File: config.mk
export PLATFORM = sky130hd
export DESIGN_NAME = fetch_unit_rv32i
export DESIGN_NICKNAME = d
export VERILOG_FILES = /design/src/rtl/fetch_unit_rv32i.sv
export SDC_FILE = /design/constraint.sdc
export NUM_CORES = 1
export LEC_CHECK = 0
export ABC_CLOCK_PERIOD_IN_PS = 4700
export CAP_MARGIN = 5
export CELL_PAD_IN_SITES_DETAIL_PLACEMENT = 1
export CELL_PAD_IN_SITES_GLOBAL_PLACEMENT = 1
export CORE_UTILIZATION = 38
export DETAILED_ROUTE_END_ITERATION = 8
export PLACE_DENSITY = 0.79
export SLEW_MARGIN = 20
export SYNTH_ARGS = -nofsm -noshare
export SYNTH_HDL_FRONTEND = slang
export SYNTH_SLANG_ARGS = --single-unit
File: constraint.sdc
create_clock -name clock -period 4.7 [get_ports clock]
set_input_delay 0.94 -clock clock [delete_from_list [all_inputs] [get_ports clock]]
set_output_delay 0.94 -clock clock [all_outputs]
set_load 0.02 [all_outputs]
File: src/rtl/fetch_unit_rv32i.sv
// fetch_unit_rv32i
//
// Instruction fetch front end for an RV32I core. It drives the fetch PC into a
// ROM with a synchronous read, captures the returned word one cycle later, and
// queues {pc, instr} pairs in a small FIFO. Decode takes words from the FIFO
// over a valid/ready handshake. A redirect flushes everything that is queued
// or in flight and restarts fetch at the target. A misaligned target sets a
// sticky fault and halts the unit until reset.
//
// Ports
//   clock          system clock, all state changes on posedge
//   reset          synchronous, active-high
//   rom_addr       fetch address to the ROM (the fetch_pc register)
//   rom_data       ROM word, valid the cycle after its address was issued
//   redirect_valid one-cycle request to change flow
//   redirect_pc    redirect target
//   out_valid      FIFO head holds a valid instruction
//   out_ready      decode accepts the head this cycle
//   out_pc         PC of the head instruction
//   out_instr      head instruction word
//   fault          sticky misaligned-redirect flag
module fetch_unit_rv32i #(
    parameter logic [31:0] RESET_PC = 32'h0000_0000,
    parameter int          DEPTH    = 2
) (
    input  logic        clock,
    input  logic        reset,
    output logic [31:0] rom_addr,
    input  logic [31:0] rom_data,
    input  logic        redirect_valid,
    input  logic [31:0] redirect_pc,
    output logic        out_valid,
    input  logic        out_ready,
    output logic [31:0] out_pc,
    output logic [31:0] out_instr,
    output logic        fault
);

    localparam int CW = $clog2(DEPTH + 1);

    typedef enum logic {
        RUN  = 1'b0,
        HALT = 1'b1
    } state_t;

    state_t        state_q, state_d;
    logic [31:0]   fetch_pc_q, fetch_pc_d;
    logic          inflight_q, inflight_d;
    logic [31:0]   inflight_pc_q, inflight_pc_d;
    logic [CW-1:0] count_q, count_d;
    logic          fault_q, fault_d;

    // Shift-register FIFO: entry 0 is always the head, so the outputs come
    // straight from registers and never from rom_data.
    logic [31:0]   buf_pc_q    [DEPTH];
    logic [31:0]   buf_pc_d    [DEPTH];
    logic [31:0]   buf_instr_q [DEPTH];
    logic [31:0]   buf_instr_d [DEPTH];

    logic          pop;
    logic          redir;
    logic          misaligned;
    logic          issue;
    logic          capture;
    logic [CW:0]   occ;
    logic [CW-1:0] wr_idx;

    assign out_valid  = (state_q == RUN) && (count_q != '0);
    assign pop        = out_valid && out_ready;
    assign redir      = redirect_valid && (state_q == RUN);
    assign misaligned = (redirect_pc[1:0] != 2'b00);

    // Occupancy after this cycle's pop, counting the word already in flight.
    // pop implies count_q >= 1, so this never underflows.
    assign occ     = {1'b0, count_q} + (CW+1)'(inflight_q) - (CW+1)'(pop);
    assign issue   = (state_q == RUN) && !redir && (occ < (CW+1)'(DEPTH));
    assign capture = (state_q == RUN) && !redir && inflight_q;
    assign wr_idx  = count_q - CW'(pop);

    always_comb begin
        state_d       = state_q;
        fetch_pc_d    = fetch_pc_q;
        inflight_d    = 1'b0;
        inflight_pc_d = inflight_pc_q;
        count_d       = count_q;
        fault_d       = fault_q;
        buf_pc_d      = buf_pc_q;
        buf_instr_d   = buf_instr_q;

        if (pop) begin
            for (int i = 0; i < DEPTH - 1; i++) begin
                buf_pc_d[i]    = buf_pc_q[i+1];
                buf_instr_d[i] = buf_instr_q[i+1];
            end
        end

        // The push slot is computed after the pop shift, so push and pop in
        // the same cycle leave the count unchanged.
        if (capture) begin
            for (int i = 0; i < DEPTH; i++) begin
                if (CW'(i) == wr_idx) begin
                    buf_pc_d[i]    = inflight_pc_q;
                    buf_instr_d[i] = rom_data;
                end
            end
        end

        count_d = count_q - CW'(pop) + CW'(capture);

        if (issue) begin
            inflight_d    = 1'b1;
            inflight_pc_d = fetch_pc_q;
            fetch_pc_d    = fetch_pc_q + 32'd4;
        end

        // Redirect: the pop above still counts, but every other queued word
        // and the word in flight are dropped.
        if (redir) begin
            count_d    = '0;
            inflight_d = 1'b0;
            fetch_pc_d = redirect_pc;
            if (misaligned) begin
                fault_d = 1'b1;
                state_d = HALT;
            end
        end
    end

    always_ff @(posedge clock) begin
        if (reset) begin
            state_q       <= RUN;
            fetch_pc_q    <= RESET_PC;
            inflight_q    <= 1'b0;
            inflight_pc_q <= '0;
            count_q       <= '0;
            fault_q       <= 1'b0;
            for (int i = 0; i < DEPTH; i++) begin
                buf_pc_q[i]    <= '0;
                buf_instr_q[i] <= '0;
            end
        end else begin
            state_q       <= state_d;
            fetch_pc_q    <= fetch_pc_d;
            inflight_q    <= inflight_d;
            inflight_pc_q <= inflight_pc_d;
            count_q       <= count_d;
            fault_q       <= fault_d;
            buf_pc_q      <= buf_pc_d;
            buf_instr_q   <= buf_instr_d;
        end
    end

    assign rom_addr  = fetch_pc_q;
    assign out_pc    = buf_pc_q[0];
    assign out_instr = buf_instr_q[0];
    assign fault     = fault_q;

endmodule
**Word level (Yosys, flattened, before mapping)**

Index checks and enable logic that the tools add are counted.

- Flip-flop bits (word level): 196
- Input port bits: 68
- Output and inout port bits: 98
- Word-level logic and storage cells: 42

- Add/subtract/negate cells: 5
- Magnitude comparators: 1
- Equal/unequal tests: 1
- Mux-type cells: 11
- Bitwise operators: 1
- Reductions and logical operators: 14

Operator list:

| kind | number |
|---|---|
| 2-to-1 mux 32 bit | 8 |
| 2-to-1 mux 64 bit | 2 |
| adder 32 x 3 -> 32 bit, second input constant | 1 |
| logical AND 1 bit | 6 |
| nonzero test 2 bit | 3 |
| AND reduction 2 bit | 2 |
| adder 2 x 1 -> 3 bit | 1 |
| < comparator 3 x 2 -> 1 bit, second input constant | 1 |
| subtractor 3 x 1 -> 3 bit | 1 |
| adder 2 x 1 -> 2 bit | 1 |
| == test 1 x 2 -> 1 bit, first input constant | 1 |
| zero test 2 bit | 1 |
| OR reduction 2 bit | 1 |
| subtractor 2 x 1 -> 2 bit | 1 |
| zero test 1 bit | 1 |
| 2-to-1 mux 1 bit | 1 |
| NOT 1 bit | 1 |

**Longest topological paths before layout**

- Depth after elaboration: 8
- Depth in mapped cells: 15
- Depth with buffers taken out: 12

**Least setup slack after synthesis**

OpenSTA, ideal clock, no wires.

- Path kind: input -> register
- Start: in out_ready
- End: reg fetch_pc_q[20], in the netlist rom_addr[20]
- Setup time: 0.132 ns
- Arrival time: 3.584 ns
- Required time: 4.568 ns
- Slack: 0.983 ns
- Stages on the path: 12
- Buffers on the path: 3
- Cells stage by stage: nand2_1 -> buf_2 -> clkbuf_1 -> inv_1 -> ha_1 -> nand2b_1 -> fa_1 -> or3b_4 -> or2_4 -> buf_6 -> o311ai_0 -> a21oi_1

- Word-level cells in the longest chain between the ends: 5

Ends and longest elaborated chain:

| item | RTL line | source |
|---|---|---|
| start, declared | 33 | `input logic out_ready,` |
| logical AND 1 bit | 69 | `assign pop = out_valid && out_ready;` |
| subtractor 3 x 1 -> 3 bit | 75 | `assign occ = {1'b0, count_q} + (CW+1)'(inflight_q) - (CW+1)'(pop);` |
| < comparator 3 x 2 -> 1 bit | 76 | `assign issue = (state_q == RUN) && !redir && (occ < (CW+1)'(DEPTH));` |
| logical AND 1 bit | 76 |  |
| nonzero test 2 bit (no line) | n/a |  |
| end signal, assigned | 143 | `fetch_pc_q <= fetch_pc_d;` |
| end, declared | 47 | `logic [31:0] fetch_pc_q, fetch_pc_d;` |

Every way passes these cells.
A chain may end at the register's enable or synchronous reset.

**Worst setup path in the final report**

- Start: reg count_q[1]
- End: out out_valid

- Word-level cells in the longest chain between the ends: 2

Ends and longest elaborated chain:

| item | RTL line | source |
|---|---|---|
| start, declared | 50 | `logic [CW-1:0] count_q, count_d;` |
| start signal, assigned | 146 | `count_q <= count_d;` |
| nonzero test 2 bit | 68 | `assign out_valid = (state_q == RUN) && (count_q != '0);` |
| logical AND 1 bit | 68 |  |
| end, declared | 32 | `output logic out_valid,` |

Every way passes these cells.

==> impl_results.md <==
- Largest net degree at the start of global routing: 118
- Total die area: 23490 sq um
- Die height: 153.3 um
- Worst-Margin Slew: 0.9909 ns
- Hold Path Class: flop to flop
- Htree depth: 4
- Number of synthesized register bits: 196
- Mapped cell area: 8693 sq um
- Leak: 3.556 nW
- Grt total ovfl: 0
- First-pass GRT wire length: 40970 um
- Area occupied by multi-input gates: 3905 sq um
- WL per Instance: 17.36 um
- Core Area: 22090 sq um
- Crit-path slowest cell: clkdlybuf4s50_1
- Row count: 54
- Final setup fails: 0
- DR pass1 iterations: 4
- Min cycle time layout: 3.457 ns
- Count of cell types in the netlist: 57
- Setup WS post-layout: 1.243 ns
- Fin nets: 1224
- Worst slew margin: 33.78%
- Mapped Nets: 1184
- Clock-pin slew on the worst setup and hold paths: 0.07 ns
- Routed WL: 25040 um
- Detailed-route DRC error count: 0
- Initial antenna violation count: 0
- Initial Util: 39.35%
- YS warnings: 0
- Clk sinks: 196
- Detailed-route via count: 7836
- Fillers: 2643
- Clock power frac: 42.3%
- Net Sw Frac: 25.02%
- Internal: 2.932 mW
- Postcts setup bufs: 0
- Die X: 153.3 um
- Drt initial violations: 411
- Most frequent cells in the layout: nand2_1 (274), dfxtp_1 (196), clkdlybuf4s50_1 (163)
- Worst path bufs/invs: 3
- Final ANT Viol Nets: 0
- Worst path depth: 4
- Final Slew Violations: 0
- Outcome: complete, no violations
- TritonCTS clock tree: done
- Post-synthesis average cell area: 7.832 sq um
- Pre-CTS setup slack: 0.9978 ns
- DP HPWL: 15550 um
- Combinational share of power: 11.9%
- Vias in the first global route: 7809
- Layout area overhead: 22.02%
- Cell Chain, Critical Path: inv_1 -> a21oi_4 -> buf_4 -> clkdlybuf4s50_1
- Max Fclk: 289.3 MHz
- CTS Buf Count: 17
- Maximum VDD drop: 0.1791 mV
- Final weighted congestion in routability-driven placement: 0.7765
- Hold Crit Depth: 2
- CTS Root Cell: clkbuf_16
- Max Cap Violations: 0
- CP Max Fanout: 65
- Final Hold Viols: 0
- Hold-fix buffers at CTS: 0
- Post-CTS sizing: 0
- I/O pin cnt: 166
- Antenna diode count: 0
- PD cells: 368.7 nW/um^2
- WS Path Type: flop to primary output
- Post-synthesis sequential area ratio: 45.14%
- Critical path's top delay family: buffers and inverters
- End-of-flow core utilization: 48.01%
- Power, Total: 3.911 mW
- Worst skew pair latency: 0.43 ns
- Crit end category: primary output
- Mapped Cells: 1110
- CP required: 3.76 ns
- Commonest non-fill, non-tap cell in the layout: nand2_1
- FF/Latch Area: 3924 sq um
- Reg power frac: 45.8%
- Clock buffer depth: 2
- Avg Vias per Cell: 5.434
- CP Launch Type: flop
- Port bufs: 165
- Crit-path max cell delay: 0.74 ns
- Setup tns final: 0 ns
- Final period util: 73.55%
- Clock Skew: 0.01027 ns
- Fraction of layout cells with a size suffix above 1: 5.250%
- RSZ-0062 raised after global routing: false
- Gr usage total: 21.52%
- R2R depth: 11
- CP Data Arrival Time: 2.52 ns
- Sw Pwr: 0.9783 mW
sequential cells by signal, indices dropped and copies added (netlist names):
signal and flops:
count_q 2, out_instr 32, buf_instr_q 32, out_pc 32
inflight_q 1, rom_addr 32, inflight_pc_q 32, fault 1
buf_pc_q 32
cell families after synthesis:
group | Yosys count | synth area share, %
multiplexers | 1 | 0.1295
XOR/XNOR | 12 | 1.209
flip-flops | 196 | 45.14
buffers and inverters | 165 | 10.25
adder cells (fa/ha/maj) | 6 | 0.9499
AND/OR/NAND/NOR | 501 | 25.36
AO/OA/AOI/OAI | 229 | 16.97
cells in the mapped netlist, drive strengths merged:
cell type | n | area (sq um)
nand2 | 275 | 1032
dfxtp | 196 | 3924
a21oi | 120 | 600.6
nor2 | 94 | 360.3
buf | 82 | 578.1
nand3 | 75 | 375.4
clkbuf | 71 | 267.8
a311oi | 65 | 569.3
nand4 | 17 | 127.6
inv | 12 | 45.04
and3 | 11 | 70.07
o21ai | 11 | 55.05
xor2 | 9 | 78.83
a31oi | 7 | 43.79
nor3 | 7 | 40.04
a211oi | 6 | 50.05
a22oi | 6 | 45.04
ha | 5 | 62.56
or3 | 5 | 36.28
and2 | 3 | 18.77
and4 | 3 | 28.78
nor4 | 3 | 40.04
o22ai | 3 | 18.77
xnor2 | 3 | 26.28
a2bb2oi | 2 | 17.52
a32oi | 2 | 17.52
nor3b | 2 | 26.28
or2 | 2 | 15.02
a2111oi | 1 | 8.760
a21o | 1 | 7.510
a41oi | 1 | 8.760
and2b | 1 | 7.510
fa | 1 | 20.02
mux2 | 1 | 11.26
nand2b | 1 | 6.260
nand4b | 1 | 8.760
o211ai | 1 | 7.510
o21a | 1 | 7.510
o221ai | 1 | 8.760
o311ai | 1 | 8.760
or3b | 1 | 11.26
through the flow:
stage               hold slack (ns)  instances  instance area, sq um
global route                 0.4727       1442                 10610
CTS                          0.4590       1442                 10610
global placement             0.4416       1411                  9940
detailed placement           0.4483       1411                  9940
floorplan                    0.4366       1110                  8693
finish                       0.4553       1442                 10610
layer usage:
metal	global-route usage, %	wire (um)	vias up
li1	-	-	3830
met1	30.09	12340	3807
met2	34.64	11440	185
met3	3.459	1052	14
met4	4.810	206	0
met5	0	0	-
area by class of cell:
cell class | count | area share [%]
multi-input cells | 749 | 36.81
repair buffers | 174 | 16.17
flip-flops and latches | 196 | 36.99
well taps | 280 | 3.303
clock buffers | 18 | 4.140
clock inverters | 13 | 2.159
inverters | 12 | 0.4246
tightest hold or removal path, cell delays in order, from the launching register on:
cell	delay, ns
dfxtp_1	0.31
nand2_1	0.05
a21oi_1	0.05
power groups by stage:
stage | clock network, mW | registers, mW | logic [mW]
3_3_place_gp | 0 | 1.83 | 0.456
3_5_place_dp | 0 | 1.83 | 0.463
6_report | 1.66 | 1.79 | 0.464
4_1_cts | 1.69 | 1.79 | 0.467
5_1_grt | 1.75 | 1.80 | 0.501
2_1_floorplan | 0 | 1.83 | 0.271
final timing paths:
kind | start | to | slack (ns)
worst min register to register | buf_instr_q[25]$_SDFFE_PP0P_ | buf_instr_q[25]$_SDFFE_PP0P_ | 0.46
worst max register to register | count_q[1]$_SDFF_PP0_ | out_pc[27]$_SDFF_PP0_ | 1.34
worst max-delay path | count_q[1]$_SDFF_PP0_ | out_valid | 1.24
worst min-delay path | buf_instr_q[25]$_SDFFE_PP0P_ | buf_instr_q[25]$_SDFFE_PP0P_ | 0.46
(Power assumes the default switching activity.)
